## src/rtl/bcd_operand_entry.sv

```systemverilog
// bcd_operand_entry: edits a NUM_DIGITS BCD operand from button pulses and holds it with a valid/ack handshake
module bcd_operand_entry #(
  parameter int NUM_DIGITS   = 3,
  parameter int SEL_W        = 2,
  parameter int CLEAR_ON_ACK = 1
) (
  input  logic                    clk,
  input  logic                    resetPulse,
  input  logic                    incPulse,
  input  logic                    decPulse,
  input  logic                    selPulse,
  input  logic                    clearPulse,
  input  logic                    enterPulse,
  input  logic                    operandAck,
  output logic [4*NUM_DIGITS-1:0] operand,
  output logic [SEL_W-1:0]        digitSel,
  output logic                    operandValid,
  output logic                    editActive
);
  typedef enum logic {EDIT, HOLD} state_t;
  localparam logic [SEL_W-1:0] LAST_SEL = SEL_W'(NUM_DIGITS - 1);
  state_t state;
  logic [4*NUM_DIGITS-1:0] nextOperand;
  logic [3:0] d;
  // only the selected digit moves; wrap inside 0..9 with no carry/borrow
  always_comb begin
    nextOperand = operand;
    d = '0;
    for (int i = 0; i < NUM_DIGITS; i++) begin
      d = operand[i*4 +: 4];
      if (digitSel == SEL_W'(i))
        nextOperand[i*4 +: 4] = incPulse ? (d == 4'd9 ? 4'd0 : d + 4'd1)
                                         : (d == 4'd0 ? 4'd9 : d - 4'd1);
    end
  end
  always_ff @(posedge clk or negedge resetPulse) begin
    if (!resetPulse) begin
      state        <= EDIT;
      operand      <= '0;
      digitSel     <= '0;
      operandValid <= 1'b0;
      editActive   <= 1'b1;
    end else if (state == EDIT) begin
      if (clearPulse) begin
        operand  <= '0;
        digitSel <= '0;
      end else if (enterPulse) begin
        state        <= HOLD;
        operandValid <= 1'b1;
        editActive   <= 1'b0;
      end else if (selPulse)
        digitSel <= (digitSel == LAST_SEL) ? '0 : digitSel + 1'b1;
      else if (incPulse ^ decPulse)
        operand <= nextOperand;
    end else if (clearPulse || operandAck) begin
      state        <= EDIT;
      operandValid <= 1'b0;
      editActive   <= 1'b1;
      if (clearPulse || CLEAR_ON_ACK != 0) begin
        operand  <= '0;
        digitSel <= '0;
      end
    end
  end
endmodule

```

## config.mk

```make
export PLATFORM = sky130hd
export DESIGN_NAME = bcd_operand_entry
export DESIGN_NICKNAME = d
export VERILOG_FILES = /design/src/rtl/bcd_operand_entry.sv
export SDC_FILE = /design/constraint.sdc
export NUM_CORES = 1
export LEC_CHECK = 0
export CAP_MARGIN = 20
export CORE_MARGIN = 2
export CORE_UTILIZATION = 50
export CTS_CLUSTER_SIZE = 10
export DETAILED_ROUTE_END_ITERATION = 16
export PLACE_DENSITY_LB_ADDON = 0.1
export SLEW_MARGIN = 5
export SYNTH_ARGS = -nofsm -noshare
export SYNTH_HDL_FRONTEND = slang
export SYNTH_SLANG_ARGS = --single-unit
```

## constraint.sdc

```tcl
create_clock -name clk -period 2.36 [get_ports clk]
set_clock_uncertainty 0.05 [all_clocks]
set_input_delay 0.354 -clock clk [delete_from_list [all_inputs] [get_ports clk]]
set_output_delay 0.354 -clock clk [all_outputs]
set_load 0.005 [all_outputs]
```

==> metrics.md <==
| Metric | Value |
|---|---|
| Synth Warn # | 0 |
| Crit path DAT | 1.46 ns |
| Routed WL | approximately 2600 um |
| P_int | approximately 0.55 mW |
| Min cycle time layout | approximately 1.9 ns |
| Crit Path Max Fanout | 14 |
| Sequential share of power | 48.1% |
| Clock Sinks | 17 |
| Dpl hpwl | about 1900 um |
| Post-synth EDFFs | 0 |
| Largest net degree at the start of global routing | 29 |
| Met2 Track Usage GR | 33.9% |
| Detailed Routing Iterations Pass 1 | 4 |
| Ys flop type | dfrtp_1 |
| Sw frac | 34.1% |
| Number of max-cap violations | 0 |
| Final-report setup violation count | 0 |
| Max VDD drop | 389 uV |
| Postcts setup bufs | 0 |
| Detailed-route via count | ~1100 |
| Worst-Margin Slew | roughly 0.5 ns |
| Via-to-Cell Ratio | approximately 6 |
| FF+latch count, synth | 17 |
| Post-cts resize count | 0 |
| Die Ht | 53.8 um |
| Setup TNS | 0 ns |
| Switch Pwr | about 0.29 mW |
| CTS clock-pin slew for the worst setup and hold paths | approximately 0.10 ns |
| GPL Wtd Cong | roughly 0.8 |
| Die W | 53.8 um |
| Synth Cell Area | 1240 sq um |
| WS Path Type | flop to primary output |
| Final Hold Fails | 0 |
| Crit path required time | 1.96 ns |
| Hold-fix buffers at CTS | 0 |
| Maximum clock path buffer count | 2 |
| Worst hold path class | input pin to asynchronous set/reset pin |
| Synth-to-layout area growth | 18.7% |
| Seq/Total Area, Yosys | 34.5% |
| Core Area | 2410 sq um |
| DRC Markers | 0 |
| Slowest stage delay, CP | approximately 0.60 ns |
| Status | complete, no violations |
| WL/cell | ~13 um |
| First-pass GRT wire length | roughly 4300 um |
| N_diodes | 0 |
| Die area | just under 3000 sq um |
| Setup slack at placement | approximately 0.33 ns |
| Share of cells above drive strength 1 | between 8 and 9% |
| Grt met3 use | under 10% |
| Nets | about 170 |
| P_leak | about 0.57 nW |
| Crit path max-delay family | flip-flops |
| Initial antenna violation count | 0 |
| Mapped Nets | 155 |
| Slew HR | around 67% |
| Total Routing Usage GR | between 20% and 30% |
| Max H-tree Level | 1 |
| Post-synth ARST share | between 90% and 100% |
| Clock network power share | around 18% |
| CTS tree | done |
| WP buf/inv | 1 |
| Final Cycle Share | 79.1% |
| First DRT Iteration DRCs | 15 |
| Unrepaired setup endpoints after global routing | no |
| Grt met1 use | 27.3% |
| Post-Syn Instances | about 150 |
| IO Pins | 24 |
| Buffers added on ports | 23 |
| Synth unique cells | between 40 and 50 |
| PD cells | 573 nW/um^2 |
| Row Count | 18 |
| Max Slew Vio Count | 0 |
| Final WS setup | 0.493 ns |
| Syn avg cell area | roughly 8.4 sq um |
| Grt peak-use layer | met2 |
| Final core occ | between 60% and 70% |
| CTS root buf | clkbuf_4 |
| Fmax | between 500 and 600 MHz |
| Clk_lat worst skew | between 0.2 and 0.3 ns |
| DRT antenna net count | 0 |
| CP Launch Type | flop |
| Crit end category | primary output |
| Grt ovf | 0 |
| Starting Density | between 50% and 60% |
| CP Cell Sequence | clkdlybuf4s50_1 |
| Comb power frac | 33.5% |
| Crit path max-delay cell type | dfrtp_1 |
| Vias in the first global route | around 1000 |
| CTS Buf Count | 3 |
==> layer usage <==
layer,up-vias,wire [um]
li1,566,-
met1,547,1250
met2,20,1230
met3,2,66
met4,0,12
met5,-,0
==> flip-flops by register name, summed over array words and instances (netlist names) <==
| name | count |
|---|---|
| operand | 12 |
| digitSel | 2 |
| operandValid | 1 |
| state | 1 |
| editActive | 1 |
==> logic make-up after synthesis <==
family / synth area share [%]
AOI/OAI and AO/OA: 26.9
xor gates and xnor gates: 4.15
buffers and inverters: 8.49
DFF: 34.5
muxes: 3.34
and+or+nand+nor: 22.6
==> power groups by stage <==
stage | registers, mW | clock network (mW) | logic [mW]
final | 0.405 | 0.154 | 0.282
after global routing | 0.418 | 0.168 | 0.316
after CTS | 0.405 | 0.162 | 0.286
after detailed placement | 0.410 | 0 | 0.284
after global placement | 0.406 | 0 | 0.276
after floorplan | 0.365 | 0 | 0.213
==> through the flow <==
stage / area, sq um / total power [mW] / hold WS, ns / std cells
after floorplan: 1240 / 0.579 / 0.00841 / 147
after global placement: 1440 / 0.682 / 0.497 / 188
after detailed placement: 1440 / 0.694 / 0.499 / 188
after CTS: 1470 / 0.853 / 0.323 / 192
after global routing: 1470 / 0.902 / 0.340 / 192
final: 1470 / 0.842 / 0.324 / 192
==> cells in the final DEF (no fill, tap or decap), types with 6 or more instances in the layout <==
master	n
clkdlybuf4s50_1	23
dfrtp_1	16
o21ai_0	15
nor2b_1	9
nand2_1	9
nor2_1	8
inv_1	7
a21oi_1	6
==> path summary, 6_finish.rpt <==
| path | from | endpoint | slack, ns | cells past startpoint |
|---|---|---|---|---|
| max | operand[4]$_DFFE_PN0P_ | operand[4] | 0.49 | 1 |
| min | resetPulse | operand[7]$_DFFE_PN0P_ | 0.32 | 2 |
| max reg2reg | state$_DFF_PN0_ | operand[9]$_DFFE_PN0P_ | 0.76 | 4 |
| min reg2reg | operandValid$_DFFE_PN0P_ | operandValid$_DFFE_PN0P_ | 0.51 | 2 |
| max in group asynchronous | resetPulse | editActive$_DFFE_PN1P_ | 1.69 | 2 |
| min in group clk | operandValid$_DFFE_PN0P_ | operandValid$_DFFE_PN0P_ | 0.51 | 2 |
==> synthesized netlist by cell type (all sizes together), types with 3 or more instances <==
library cell | number | area share (%)
xnor2 | 4 | 2.8
clkbuf | 7 | 2.2
a221oi | 4 | 2.8
mux2i | 3 | 2.4
o21ai | 20 | 8.1
a31oi | 5 | 2.5
a21oi | 7 | 3.1
nor3 | 6 | 2.8
nand2 | 9 | 2.7
dfrtp | 16 | 32
inv | 7 | 2.1
o22ai | 4 | 2.0
nor2 | 8 | 2.4
buf | 7 | 4.1
nor2b | 9 | 4.5
==> cell type report <==
| class | count | area (sq um) |
|---|---|---|
| Tap cell | 30 | 37.5 |
| Timing Repair Buffer | 25 | 245 |
| Multi-Input combinational cell | 109 | 706 |
| Fill cell | 216 | 941 |
| Clock inverter | 1 | 5.00 |
| Inverter | 7 | 26.3 |
| Clock buffer | 3 | 22.5 |
| Sequential cell | 17 | 427 |
Power figures use the tool's default switching activity.
